--- src/rtl/decode_pkg.sv ---
// Shared decode definitions: opcodes, ALUOp classes and the control bundle.
// The control bundle travels unchanged through the ID/EX and EX/MEM latches.
package decode_pkg;

  localparam logic [5:0] OP_RTYPE = 6'b000000;
  localparam logic [5:0] OP_LW    = 6'b100011;
  localparam logic [5:0] OP_SW    = 6'b101011;
  localparam logic [5:0] OP_BEQ   = 6'b000100;
  localparam logic [5:0] OP_ADDI  = 6'b001000;

  localparam logic [1:0] ALUOP_ADD   = 2'b00;
  localparam logic [1:0] ALUOP_SUB   = 2'b01;
  localparam logic [1:0] ALUOP_FUNCT = 2'b10;

  typedef struct packed {
    logic       reg_write;
    logic       mem_to_reg;
    logic       branch;
    logic       mem_read;
    logic       mem_write;
    logic       reg_dst;
    logic       alu_src;
    logic [1:0] alu_op;
  } ctrl_t;

  localparam ctrl_t CTRL_NOP = '0;

endpackage

--- src/rtl/decode_stage_register_file.sv ---
// 2^W x B register file, two async read ports, one write port.
// Define REGFILE_BYPASS_EN for same-cycle write-through on reads.
module register_file #(
  parameter int B = 32,
  parameter int W = 5
) (
  input  logic         clk,
  input  logic         reset,
  input  logic         we,
  input  logic [W-1:0] waddr,
  input  logic [B-1:0] wdata,
  input  logic [W-1:0] raddr1,
  input  logic [W-1:0] raddr2,
  output logic [B-1:0] rdata1,
  output logic [B-1:0] rdata2
);

  logic [B-1:0] regs [2**W];

  always_ff @(posedge clk or negedge reset) begin
    if (!reset) begin
      for (int i = 0; i < 2**W; i++) regs[i] <= '0;
    end else if (we && waddr != '0) begin
      regs[waddr] <= wdata;
    end
  end

  always_comb begin
    rdata1 = regs[raddr1];
    rdata2 = regs[raddr2];
`ifdef REGFILE_BYPASS_EN
    if (we && waddr == raddr1) rdata1 = wdata;
    if (we && waddr == raddr2) rdata2 = wdata;
`else
`endif
    // r0 and the reset window always read zero, even over a bypass hit
    if (!reset || raddr1 == '0) rdata1 = '0;
    if (!reset || raddr2 == '0) rdata2 = '0;
  end

endmodule

--- src/rtl/decode_stage.sv ---
// MIPS ID stage: regfile, control decode, sign-extend, load-use stall.
// REGFILE_BYPASS_EN selects regfile write-through on same-cycle reads.
module decode_stage
  import decode_pkg::*;
#(
  parameter int B     = 32,
  parameter int W     = 5,
  parameter int CNT_W = 16
) (
  input  logic             clk,
  input  logic             reset,
  input  logic [B-1:0]     instruction_in,
  input  logic [B-1:0]     pc_next_in,
  input  logic             wb_RegWrite_in,
  input  logic [W-1:0]     wb_write_reg_in,
  input  logic [B-1:0]     wb_write_data_in,
  input  logic             id_ex_MemRead_in,
  input  logic [W-1:0]     id_ex_rt_in,
  output logic [B-1:0]     pc_next_out,
  output logic [B-1:0]     r_data1_out,
  output logic [B-1:0]     r_data2_out,
  output logic [B-1:0]     sign_ext_out,
  output logic [W-1:0]     inst_20_16_out,
  output logic [W-1:0]     inst_15_11_out,
  output logic             wb_RegWrite_out,
  output logic             wb_MemtoReg_out,
  output logic             m_Branch_out,
  output logic             m_MemRead_out,
  output logic             m_MemWrite_out,
  output logic             ex_RegDst_out,
  output logic             ex_ALUSrc_out,
  output logic [1:0]       ex_ALUOp_out,
  output logic             pc_write_out,
  output logic             if_id_write_out,
  output logic [CNT_W-1:0] stall_count_out
);

  logic [5:0]   opcode;
  logic [W-1:0] rs;
  logic [W-1:0] rt;
  logic         stall;
  ctrl_t        ctrl;
  ctrl_t        ctrl_q;
  logic [CNT_W-1:0] cnt;

  assign opcode = instruction_in[31:26];
  assign rs     = instruction_in[25:21];
  assign rt     = instruction_in[20:16];

  register_file #(.B(B), .W(W)) u_rf (
    .clk    (clk),
    .reset  (reset),
    .we     (wb_RegWrite_in),
    .waddr  (wb_write_reg_in),
    .wdata  (wb_write_data_in),
    .raddr1 (rs),
    .raddr2 (rt),
    .rdata1 (r_data1_out),
    .rdata2 (r_data2_out)
  );

  always_comb begin
    ctrl = CTRL_NOP;
    unique case (1'b1)
      opcode == OP_RTYPE: begin
        ctrl.reg_dst   = 1'b1;
        ctrl.reg_write = 1'b1;
        ctrl.alu_op    = ALUOP_FUNCT;
      end
      opcode == OP_LW: begin
        ctrl.alu_src    = 1'b1;
        ctrl.mem_to_reg = 1'b1;
        ctrl.reg_write  = 1'b1;
        ctrl.mem_read   = 1'b1;
        ctrl.alu_op     = ALUOP_ADD;
      end
      opcode == OP_SW: begin
        ctrl.alu_src   = 1'b1;
        ctrl.mem_write = 1'b1;
        ctrl.alu_op    = ALUOP_ADD;
      end
      opcode == OP_BEQ: begin
        ctrl.branch = 1'b1;
        ctrl.alu_op = ALUOP_SUB;
      end
      opcode == OP_ADDI: begin
        ctrl.alu_src   = 1'b1;
        ctrl.reg_write = 1'b1;
        ctrl.alu_op    = ALUOP_ADD;
      end
      default: ;
    endcase
  end

  assign stall = id_ex_MemRead_in
               & ((id_ex_rt_in == rs) | (id_ex_rt_in == rt))
               & (id_ex_rt_in != '0);

  assign ctrl_q = stall ? CTRL_NOP : ctrl;

  assign wb_RegWrite_out = ctrl_q.reg_write;
  assign wb_MemtoReg_out = ctrl_q.mem_to_reg;
  assign m_Branch_out    = ctrl_q.branch;
  assign m_MemRead_out   = ctrl_q.mem_read;
  assign m_MemWrite_out  = ctrl_q.mem_write;
  assign ex_RegDst_out   = ctrl_q.reg_dst;
  assign ex_ALUSrc_out   = ctrl_q.alu_src;
  assign ex_ALUOp_out    = ctrl_q.alu_op;

  assign pc_write_out    = ~stall;
  assign if_id_write_out = ~stall;

  assign pc_next_out    = pc_next_in;
  assign sign_ext_out   = {{(B-16){instruction_in[15]}}, instruction_in[15:0]};
  assign inst_20_16_out = instruction_in[20:16];
  assign inst_15_11_out = instruction_in[15:11];

  always_ff @(posedge clk or negedge reset) begin
    if (!reset) begin
      cnt <= '0;
    end else if (stall && cnt != '1) begin
      cnt <= cnt + 1'b1;
    end
  end

  assign stall_count_out = cnt;

endmodule

--- config.mk ---
export PLATFORM = sky130hd
export DESIGN_NAME = decode_stage
export DESIGN_NICKNAME = d
export VERILOG_FILES = /design/src/rtl/decode_pkg.sv /design/src/rtl/decode_stage_register_file.sv /design/src/rtl/decode_stage.sv
export SDC_FILE = /design/constraint.sdc
export NUM_CORES = 2
export LEC_CHECK = 0
export ABC_AREA = 0
export CORE_MARGIN = 2
export CORE_UTILIZATION = 49
export DETAILED_ROUTE_END_ITERATION = 6
export PLACE_DENSITY = 0.74
export SETUP_SLACK_MARGIN = 0.2
export SKIP_LAST_GASP = 1
export SLEW_MARGIN = 25
export SYNTH_ARGS = -nofsm -noshare
export SYNTH_HDL_FRONTEND = slang
export SYNTH_SLANG_ARGS = --single-unit
--- constraint.sdc ---
create_clock -name clk -period 2.2 [get_ports clk]
set_clock_uncertainty 0.05 [all_clocks]
set_input_delay 0.33 -clock clk [delete_from_list [all_inputs] [get_ports clk]]
set_output_delay 0.33 -clock clk [all_outputs]
set_load 0.02 [all_outputs]
==> results.cfg <==
[sta]
period_needed_ns = 2.890
worst-slew-pin-transition_ns = 0.9170
finalWorstSetupSlack_ns = -0.6902
relSlewSlack = 0.3887
grt_setup_unrepaired = true
fin_worst_hold_slack_ns = 0.02920
layout_worst_path_cycle_share = 1.314
max_freq_mhz = 346.0
final_hold_vios = 0
finalMaxSlewViolations = 0
setup_tns_ns = -31.68
finalSetupViolCount = 73

[yosys]
ys_top_cells_by_count = dfrtp_1, mux2_2, mux4_2
synth_edf_count = 0
synth_largest_type_area_fraction = 0.4637
synth-main-ff-cell = dfrtp_1
yosys_warnings = 0
yosys-top-cells-area = dfrtp_1, mux2_2, mux4_2
synth_cells = 3742
postSynth.asyncResetShare = 1.000
netlist_area_mm2 = 0.05612
synth_area_per_cell_um2 = 15.00
synth_area_leader = dfrtp_1
postSynthNetCount = 3853
postSynthRegisterBits = 1040
ys_seq_area_frac = 0.4637
synth_cell_types = 47
post-synth-top-count-cell = dfrtp_1

[grt]
overflow = 0
gr-usage-all-layers = 0.2987
grt_pass1_wl_um = 260300
antenna_found_initial = 0
grt_pass1_vias = 39440
grt_start_max_net_pins = 154

[route]
drt_iter0_markers = 3375
drt-total-wl_um = 174000
detailroute.via_count = 37990
wl_per_cell_um = 29.10
drt-pass1-iter-count = 7
drt.antenna.violating_nets = 0
vias_per_cell = 6.352
remaining_drc_errors = 0

[critical_path]
cp_data_arrival_time_ns = 2.51
required_ns = 1.82
worst-setup-path-type = flop to output port
crit_end_element = output port
critical_path.max_fanout = 2
crit_path_start_kind = flop

[place]
numPlacedInstances = 5725
io_buffers = 157
place_hpwl_um = 113300
globalplace.congestion = 0.8689
pre_cts_ws_ns = -0.9949

[power]
p_int_w = 0.04476
net-switching-power_w = 0.01689
seq_power_share = 0.410
clock_power_share = 0.338
combPwrFrac = 0.252
vdd_drop_max_mv = 0.6815
power.share.switching = 0.2740
power-per-cell-area_mw_per_mm2 = 865.5
p_leak_nw = 31.54

[floorplanning]
die_height_um = 342.4
die_area_mm2 = 0.1173
ios = 275
fp-row-count = 124
floorplan.core_area_mm2 = 0.1140
starting_utilization_of_the_core_area = 0.4922
chipWidth_um = 342.4

[finish]
seqCellArea_mm2 = 0.02603
final-instance-count-excl-fill = 5980
area_growth_pct = 26.92
multiInputGateArea_mm2 = 0.02951
antenna_cells_inserted = 0
num-fill-cells = 8125
fin_nets = 4486
drive_above_1_share = 0.6280

[clock_network]
worst_skew_pair_latency_ns = 0.72
cts-root-buf = clkbuf_16
clock_sink_count = 1040
clock_pin_slew_on_the_worst_setup_and_hold_paths_ns = 0.06
numCtsBuffers = 110
clock_path_buffers = 3
cts_tree = done
depth_of_the_cts_h_tree = 3

[flow_run]
max_capacitance_violation_total = 0

[outcome]
failed_checks = setup timing
run_status = finished with violations

[min_path]
worstHoldPathType = input port to async pin
==> path summary, 6_finish.rpt <==
kind                                                        end  slack, ns  cells past startpoint                      startpoint
max in group asynchronous            u_rf.regs[798]$_DFFE_PN0P_       0.42                      5                           reset
min in group clk                    u_rf.regs[1019]$_DFFE_PN0P_       0.34                      0     u_rf.regs[1019]$_DFFE_PN0P_
worst min register to register      u_rf.regs[1019]$_DFFE_PN0P_       0.34                      0     u_rf.regs[1019]$_DFFE_PN0P_
worst max register to register  stall_count_out[14]$_DFFE_PN0P_       0.35                      6  stall_count_out[0]$_DFFE_PN0P_
worst min-delay path                 u_rf.regs[547]$_DFFE_PN0P_       0.03                      3                           reset
worst max-delay path                             r_data2_out[3]      -0.69                      6      u_rf.regs[835]$_DFFE_PN0P_
==> stage by stage <==
step,power [W],area (µm²),util
2_1_floorplan,0.03402,57220,-
3_3_place_gp,0.03913,65380,0.5734
3_5_place_dp,0.03974,65380,0.5734
4_1_cts,0.06132,70630,0.6194
5_1_grt,0.06396,71230,0.6246
6_report,0.06165,71230,0.6246
==> worst max-delay path, stage by stage, from the launching register on <==
cell and delay (ns):
dfrtp_1 0.38, buf_4 0.13, mux4_2 0.47, mux2i_1 0.17, o22a_1 0.25, o221ai_4 0.19
buf_6 0.18
==> power groups by stage <==
stage | Combinational [W] | Sequential [W] | Clock, W
floorplan | 0.00928 | 0.0247 | 0
global placement | 0.0140 | 0.0251 | 0
detailed placement | 0.0143 | 0.0254 | 0
CTS | 0.0151 | 0.0251 | 0.0211
global route | 0.0165 | 0.0257 | 0.0218
finish | 0.0155 | 0.0253 | 0.0208
==> registers in the layout, indices dropped and copies added, names as in the netlist <==
name and flops:
u_rf.regs 1024, stall_count_out 16
==> repair_timing <==
| item | 4_1_cts | 5_1_grt |
|---|---|---|
| hold endpoints to repair | 23 | 0 |
| resized for setup | 579 | 96 |
| setup endpoints to repair | 91 | 136 |
| pin swaps | 79 | 57 |
| setup buffers | 29 | 19 |
| hold buffers | 2 | 0 |
==> placed cells by master (no fill, tap or decap), types with 46 or more instances in the layout <==
cell             count
buf_12             133
buf_4              688
buf_6               96
clkbuf_16          110
clkdlybuf4s50_1     49
dfrtp_1           1040
mux2_2             974
mux2i_1            277
mux2i_2             46
mux4_2             440
==> routing by layer <==
layer / up-vias / global-route usage / routed length, µm
met2: 1573 / 0.4742 / 83340
li1: 15600 / - / -
met5: - / 0 / 0
met4: 0 / 0.1041 / 6506
met3: 401 / 0.04955 / 12910
met1: 20410 / 0.4190 / 71290
==> logic make-up (layout without fill, tap and decap cells) <==
logic type               count (synthesis)  after routing  synth area share
multiplexers                          1797           1797            0.4407
flip-flops                            1040           1040            0.4637
buffers and inverters                  486           1212           0.04559
AO/OA/AOI/OAI                          206            206           0.02780
AND/OR/NAND/NOR                        187            187           0.01806
XOR/XNOR                                25             25          0.003901
adder cells (fa/ha/maj)                  1              1         0.0002229
==> cell type report <==
type | instances | area share
clock buffer | 140 | 0.04261
clock inverter | 65 | 0.01432
inverter | 3 | 0.0001932
multi-input combinational | 2216 | 0.4142
sequential | 1040 | 0.3654
tap | 1512 | 0.02656
timing repair buffer | 1004 | 0.1367
Note: power is estimated with default switching activity, not from simulation.
